**src/rtl/ahb_bfm_pkg.sv**
```systemverilog
// Shared AHB-Lite constants, sequencer state encoding and packed-bus index helpers
// for the AHB slave BFM arbiter and related multi-master BFM blocks.
package ahb_bfm_pkg;

  localparam logic [1:0] HTRANS_IDLE   = 2'b00;
  localparam logic [1:0] HTRANS_NONSEQ = 2'b10;
  localparam logic [2:0] HBURST_SINGLE = 3'b000;
  localparam logic [3:0] HPROT_DATA    = 4'b0011;

  typedef enum logic [1:0] {
    ST_IDLE = 2'd0,
    ST_ADDR = 2'd1,
    ST_DATA = 2'd2,
    ST_RESP = 2'd3
  } ahb_state_e;

  // LSB of element idx in a packed bus of width-bit elements.
  function automatic int slice_lo(input int idx, input int width);
    return idx * width;
  endfunction

  // Index step positions above last, wrapped into 0..n-1.
  function automatic int rr_next(input int last, input int step, input int n);
    return (last + step) % n;
  endfunction

endpackage

```
**src/rtl/rr_arbiter.sv**
```systemverilog
// Combinational round-robin picker: searches upward from last_i+1 (mod NREQ) for the
// first active request and returns it one-hot and as a binary index.
module rr_arbiter
  import ahb_bfm_pkg::*;
#(
  parameter  int NREQ = 4,
  localparam int LW   = $clog2(NREQ)
) (
  input  logic [NREQ-1:0] req_i,
  input  logic [LW-1:0]   last_i,
  input  logic            en_i,
  output logic [NREQ-1:0] gnt_o,
  output logic [LW-1:0]   idx_o,
  output logic            valid_o
);

  logic [LW-1:0] cand_idx;

  always_comb begin
    gnt_o    = '0;
    idx_o    = '0;
    valid_o  = 1'b0;
    cand_idx = '0;
    if (en_i) begin
      for (int i = 1; i <= NREQ; i++) begin
        cand_idx = LW'(rr_next(int'(last_i), i, NREQ));
        if (!valid_o && req_i[cand_idx]) begin
          valid_o         = 1'b1;
          idx_o           = cand_idx;
          gnt_o[cand_idx] = 1'b1;
        end
      end
    end
  end

endmodule

```
**src/rtl/ahb_bfm_arbiter.sv**
```systemverilog
// Round-robin arbiter and single-transfer AHB-Lite sequencer letting NREQ command
// requesters share one AHB slave BFM; all outputs except HREADY are registered.
module ahb_bfm_arbiter
  import ahb_bfm_pkg::*;
#(
  parameter int NREQ    = 4,
  parameter int AWIDTH  = 10,
  parameter int TIMEOUT = 255
) (
  input  logic                   HCLK,
  input  logic                   HRESET,
  input  logic [NREQ-1:0]        REQ,
  input  logic [NREQ-1:0]        REQ_WRITE,
  input  logic [NREQ*AWIDTH-1:0] REQ_ADDR,
  input  logic [NREQ*3-1:0]      REQ_SIZE,
  input  logic [NREQ*32-1:0]     REQ_WDATA,
  output logic [NREQ-1:0]        GNT,
  output logic [NREQ-1:0]        DONE,
  output logic [31:0]            RDATA,
  output logic                   ERR,
  output logic                   HSEL,
  output logic [1:0]             HTRANS,
  output logic                   HWRITE,
  output logic [AWIDTH-1:0]      HADDR,
  output logic [2:0]             HSIZE,
  output logic [31:0]            HWDATA,
  output logic [2:0]             HBURST,
  output logic [3:0]             HPROT,
  output logic                   HMASTLOCK,
  output logic                   HREADY,
  input  logic [31:0]            HRDATA,
  input  logic                   HREADYOUT,
  input  logic                   HRESP,
  output ahb_state_e             dbg_state_o
);

  localparam int          LW        = $clog2(NREQ);
  localparam logic [15:0] TIMEOUT_C = 16'(TIMEOUT);

  ahb_state_e state_q, state_d;

  logic [NREQ-1:0]   gnt_q, gnt_d, done_q, done_d;
  logic [31:0]       rdata_q, rdata_d, hwdata_q, hwdata_d;
  logic              err_q, err_d, hsel_q, hsel_d, hwrite_q, hwrite_d;
  logic [1:0]        htrans_q, htrans_d;
  logic [AWIDTH-1:0] haddr_q, haddr_d;
  logic [2:0]        hsize_q, hsize_d;
  logic [LW-1:0]     last_q, last_d;
  logic [15:0]       cnt_q, cnt_d, cnt_inc;
  logic              err_flag_q, err_flag_d, hung_q, hung_d;

  logic              arb_en, arb_valid;
  logic [NREQ-1:0]   arb_gnt;
  logic [LW-1:0]     arb_idx;
  logic              timeout_hit, data_err;

  // After a timeout abort the slave is left alone until it shows HREADYOUT=1 in IDLE.
  assign arb_en = (state_q == ST_IDLE) && (!hung_q || HREADYOUT);

  rr_arbiter #(.NREQ(NREQ)) u_rr (
    .req_i   (REQ),
    .last_i  (last_q),
    .en_i    (arb_en),
    .gnt_o   (arb_gnt),
    .idx_o   (arb_idx),
    .valid_o (arb_valid)
  );

  assign cnt_inc     = (cnt_q == 16'hFFFF) ? cnt_q : cnt_q + 16'd1;
  assign timeout_hit = (state_q == ST_DATA) && !HREADYOUT && (cnt_inc >= TIMEOUT_C);
  assign data_err    = err_flag_q | HRESP;

  always_ff @(posedge HCLK) begin
    if (HRESET) state_q <= ST_IDLE;
    else        state_q <= state_d;
  end

  always_comb begin
    state_d = state_q;
    case (state_q)
      ST_IDLE: if (arb_valid) state_d = ST_ADDR;
      ST_ADDR: state_d = ST_DATA;
      ST_DATA: if (HREADYOUT || timeout_hit) state_d = ST_RESP;
      ST_RESP: state_d = ST_IDLE;
      default: state_d = ST_IDLE;
    endcase
  end

  always_comb begin
    gnt_d      = gnt_q;
    done_d     = '0;
    rdata_d    = rdata_q;
    err_d      = err_q;
    hsel_d     = hsel_q;
    htrans_d   = htrans_q;
    hwrite_d   = hwrite_q;
    haddr_d    = haddr_q;
    hsize_d    = hsize_q;
    hwdata_d   = hwdata_q;
    last_d     = last_q;
    cnt_d      = cnt_q;
    err_flag_d = err_flag_q;
    hung_d     = hung_q;
    case (state_q)
      ST_IDLE: begin
        if (HREADYOUT) hung_d = 1'b0;
        if (arb_valid) begin
          gnt_d    = arb_gnt;
          last_d   = arb_idx;
          hsel_d   = 1'b1;
          htrans_d = HTRANS_NONSEQ;
          hwrite_d = REQ_WRITE[arb_idx];
          haddr_d  = REQ_ADDR[slice_lo(int'(arb_idx), AWIDTH) +: AWIDTH];
          hsize_d  = REQ_SIZE[slice_lo(int'(arb_idx), 3) +: 3];
          hwdata_d = REQ_WDATA[slice_lo(int'(arb_idx), 32) +: 32];
        end
      end
      ST_ADDR: begin
        hsel_d     = 1'b0;
        htrans_d   = HTRANS_IDLE;
        cnt_d      = '0;
        err_flag_d = 1'b0;
      end
      ST_DATA: begin
        if (!HREADYOUT) cnt_d = cnt_inc;
        if (timeout_hit) begin
          done_d = gnt_q;
          err_d  = 1'b1;
          hung_d = 1'b1;
        end else if (HREADYOUT) begin
          done_d = gnt_q;
          err_d  = data_err;
          if (!hwrite_q && !data_err) rdata_d = HRDATA;
        end else if (HRESP) begin
          err_flag_d = 1'b1;
        end
      end
      ST_RESP: gnt_d = '0;
      default: ;
    endcase
  end

  always_ff @(posedge HCLK) begin
    if (HRESET) begin
      gnt_q      <= '0;
      done_q     <= '0;
      rdata_q    <= '0;
      err_q      <= 1'b0;
      hsel_q     <= 1'b0;
      htrans_q   <= HTRANS_IDLE;
      hwrite_q   <= 1'b0;
      haddr_q    <= '0;
      hsize_q    <= '0;
      hwdata_q   <= '0;
      last_q     <= LW'(NREQ - 1);
      cnt_q      <= '0;
      err_flag_q <= 1'b0;
      hung_q     <= 1'b0;
    end else begin
      gnt_q      <= gnt_d;
      done_q     <= done_d;
      rdata_q    <= rdata_d;
      err_q      <= err_d;
      hsel_q     <= hsel_d;
      htrans_q   <= htrans_d;
      hwrite_q   <= hwrite_d;
      haddr_q    <= haddr_d;
      hsize_q    <= hsize_d;
      hwdata_q   <= hwdata_d;
      last_q     <= last_d;
      cnt_q      <= cnt_d;
      err_flag_q <= err_flag_d;
      hung_q     <= hung_d;
    end
  end

  assign GNT         = gnt_q;
  assign DONE        = done_q;
  assign RDATA       = rdata_q;
  assign ERR         = err_q;
  assign HSEL        = hsel_q;
  assign HTRANS      = htrans_q;
  assign HWRITE      = hwrite_q;
  assign HADDR       = haddr_q;
  assign HSIZE       = hsize_q;
  assign HWDATA      = hwdata_q;
  assign HBURST      = HBURST_SINGLE;
  assign HPROT       = HPROT_DATA;
  assign HMASTLOCK   = 1'b0;
  assign HREADY      = HREADYOUT;
  assign dbg_state_o = state_q;

endmodule

```
**config.mk**
```make
export PLATFORM = sky130hd
export DESIGN_NAME = ahb_bfm_arbiter
export DESIGN_NICKNAME = d
export VERILOG_FILES = /design/src/rtl/ahb_bfm_pkg.sv /design/src/rtl/rr_arbiter.sv /design/src/rtl/ahb_bfm_arbiter.sv
export SDC_FILE = /design/constraint.sdc
export NUM_CORES = 1
export LEC_CHECK = 0
export ABC_AREA = 1
export ABC_CLOCK_PERIOD_IN_PS = 2600
export CELL_PAD_IN_SITES_DETAIL_PLACEMENT = 1
export CELL_PAD_IN_SITES_GLOBAL_PLACEMENT = 1
export CORE_MARGIN = 2
export CORE_UTILIZATION = 28
export CTS_CLUSTER_SIZE = 20
export DETAILED_ROUTE_END_ITERATION = 8
export HOLD_SLACK_MARGIN = 0.12
export PLACE_DENSITY_LB_ADDON = 0.3
export SLEW_MARGIN = 20
export SYNTH_ARGS = -nofsm -noshare
export SYNTH_HDL_FRONTEND = slang
export SYNTH_SLANG_ARGS = --single-unit
```
**constraint.sdc**
```tcl
create_clock -name HCLK -period 2.6 [get_ports HCLK]
set_input_delay 0.39 -clock HCLK [delete_from_list [all_inputs] [get_ports HCLK]]
set_output_delay 0.39 -clock HCLK [all_outputs]
set_load 0.05 [all_outputs]
```
==> results.cfg <==
[sta]
slew_headroom = 0.4504
timing.final.hold_violations = 0
final.setup.tns_ns = 0
fin_crit_ns = 2.331
fin_skew_ns = 0.01612
rsz0062_at_grt = no
worst_pin_slew_ns = 0.8243
fmax_ghz = 0.4290
finalMaxSlewViolations = 0
finalCritPeriodShare = 0.8966
setup_viol = 0

[power]
leakage_nw = 5.107
vdd_ir_drop_max_mv = 0.7753
power.density_nw_per_um2 = 1145

[yosys]
synthDistinctLibCells = 31
synth_top_area_cell = dfxtp_1
syn_inst = 1206
yosys_warnings = 0
yosys-top-cells-area = dfxtp_1 30%, nand2_1 13%, nand3_1 10%, inv_1 10%, nand3b_1 9.4%
synth_seq_cells = 110
ys_seq_area_frac = 0.2980
netlist.area_leader.share = 0.2980
avgSynthCellArea_sq_um = 6.128
synth.cell_area_sq_um = 7391

[floorplanning]
core_area_sq_um = 25980
initial_core_util = 0.2844
die_area_sq_um = 27710
fp-row-count = 59
die_h_um = 166.5
die_w_um = 166.5
io-pin-count = 325

[min_path]
hold_class = register to register
worstHoldStart = RDATA[27]$_SDFFE_PP0P_
hold_depth = 2

[outcome]
status = finished, final reports clean

[routing]
antenna_left = 0
firstDrtPassIters = 4
drc = 0
via_per_inst = 4.645
drt-initial-drc-count = 319
wl_per_cell_um = 15.80
vias = 8491
drt-total-wl_um = 28880

[critical_path]
path_delay_family = simple AND/OR/NAND/NOR gates
path_max_fanout = 41
cp.required_ns = 2.92
reg2reg_from = last_q[0]$_SDFFE_PP1P_
rrSetupSlack_ns = 0.27
crit_cells = 14
crit_type = register to register
cpMostUsedCell = nand2_1
path_cells = inv_4 > ha_1 > inv_1 > nand2_1 > nand2_2 > nor2_1 > a21oi_4 > nand2_4 > buf_12 > nand2_1 > nand3_1 > nand3_1 > nand2_1 > inv_1
reg2reg_depth = 14
critPathMaxStageDelay_ns = 0.42
startpoint = last_q[0]$_SDFFE_PP1P_
end_kind = register
worst-path-buf-inv = 4
arrival_ns = 2.65
cp_slowest_cell = dfxtp_2
startpoint_type = register

[placed_design]
port_buffers = 315
placed_cells = 1812
dpl_cell_area_sq_um = 10910
gp_routability_congestion = 0.8420
hpwl_um = 22160

[finish]
finalNonFillerCells = 1828
area_delta_synth_final_pct = 52.07
fin_nets = 1725
num_antenna_cells = 0
fin_area_sq_um = 11240
drive_above_1_share = 0.05425

[cts]
clk_pin_slew_worst_paths_ns = 0.09
numCtsBuffers = 9
postCtsSetupBuffers = 0
clockRootBuffer = clkbuf_16
clockBufferDepth = 2
insertion_delay_ns = 0.36
ctsResizeCount = 0
cts_tree = built
ctsHoldBuffers = 0
cts_max_level = 3
clkSinkCount = 110

[global_route]
grt_max_degree = 77
grt_first_pass_wirelength_um = 45310
antenna_found_initial = 0
grt_usage = 0.2015
grt_pass1_vias = 8591
grt_overflow = 0

[flow_run]
max_cap_violations = 0
==> power breakdown <==
| part | switching [mW] | internal (mW) | total [mW] |
|---|---|---|---|
| registers | 0.272 | 2.11 | 2.38 |
| clock network | 0.750 | 0.784 | 1.53 |
| logic | 5.84 | 3.11 | 8.95 |
| total | 6.86 | 6.01 | 12.9 |
==> cell usage after synthesis <==
cell type,n
nand2_1,258
inv_1,206
nand3_1,155
nor2_1,125
dfxtp_1,110
nand3b_1,93
a21oi_1,65
o21ai_0,46
buf_2,30
clkbuf_1,27
buf_4,20
ha_1,13
inv_2,10
nand4_1,7
nand2_2,5
o211ai_1,4
o21ai_1,4
o21ai_2,4
buf_6,3
nor2_2,3
o21bai_1,3
xor2_1,3
buf_1,2
conb_1,2
nand3_2,2
a21oi_2,1
a21oi_4,1
inv_4,1
nor3_1,1
or2_2,1
or4_1,1
==> layout make-up <==
class | count | area, sq um
fillers | 3402 | 14750
multi-input cells | 804 | 3983
repair buffers | 346 | 3491
flip-flops and latches | 110 | 2203
inverters | 217 | 818.3
well taps | 335 | 419.2
clock buffers | 9 | 225.2
clock inverters | 7 | 100.1
==> kinds of logic after synthesis <==
logic type | Yosys count | synth area share
xor+xnor | 3 | 0.003556
compound gates | 128 | 0.09311
other cells | 2 | 0.001016
flops | 110 | 0.2980
buf+inv | 299 | 0.1705
fa+ha+maj | 13 | 0.02201
simple gates | 651 | 0.4119
==> worst min-delay path, stage by stage, from the launching register on <==
cell     delay [ns]
dfxtp_1        0.32
inv_1          0.04
a21oi_1        0.05
==> layer usage <==
metal | track usage | routed length, um | up-vias
li1 | - | - | 4302
met1 | 0.2428 | 12520 | 3930
met2 | 0.3541 | 13970 | 232
met3 | 0.05394 | 1853 | 27
met4 | 0.05322 | 533 | 0
met5 | 0 | 0 | -
==> stage by stage <==
stage                     total power, mW  utilization  worst slack, ns  hold WS, ns
final                               12.87       0.4325           0.2688       0.4475
after floorplan                     8.435            -           0.4373       0.4522
after global routing                13.96       0.4325          0.03517       0.4735
after detailed placement            11.46       0.4198         0.003752       0.4387
after CTS                           13.07       0.4323           0.1017       0.4528
after global placement              11.27       0.4198          0.04814       0.4316
==> final timing paths <==
path                            end
max          HWDATA[1]$_SDFFE_PP0P_
min          RDATA[27]$_SDFFE_PP0P_
max reg2reg  HWDATA[1]$_SDFFE_PP0P_
min reg2reg  RDATA[27]$_SDFFE_PP0P_
==> placed cells by master, fill, tap and decap left out, drive strengths merged <==
cell,instances
nor3,1
bufinv,1
nor2,128
clkbuf,9
conb,9
nand3b,93
o211ai,4
o21bai,3
inv,220
nand4,7
ha,13
o21ai,54
clkdlybuf4s50,313
a21oi,67
xor2,3
or4,1
nand2,263
dfxtp,110
clkinv,3
buf,33
or2,1
nand3,157
==> registers in the layout, indices dropped and copies added, names as in the netlist, 2 cells and up <==
register     count
DONE             4
GNT              4
HADDR           10
HSIZE            3
HWDATA          32
RDATA           32
cnt_q           16
dbg_state_o      2
last_q           2
Note: power is estimated with default switching activity, not from simulation.
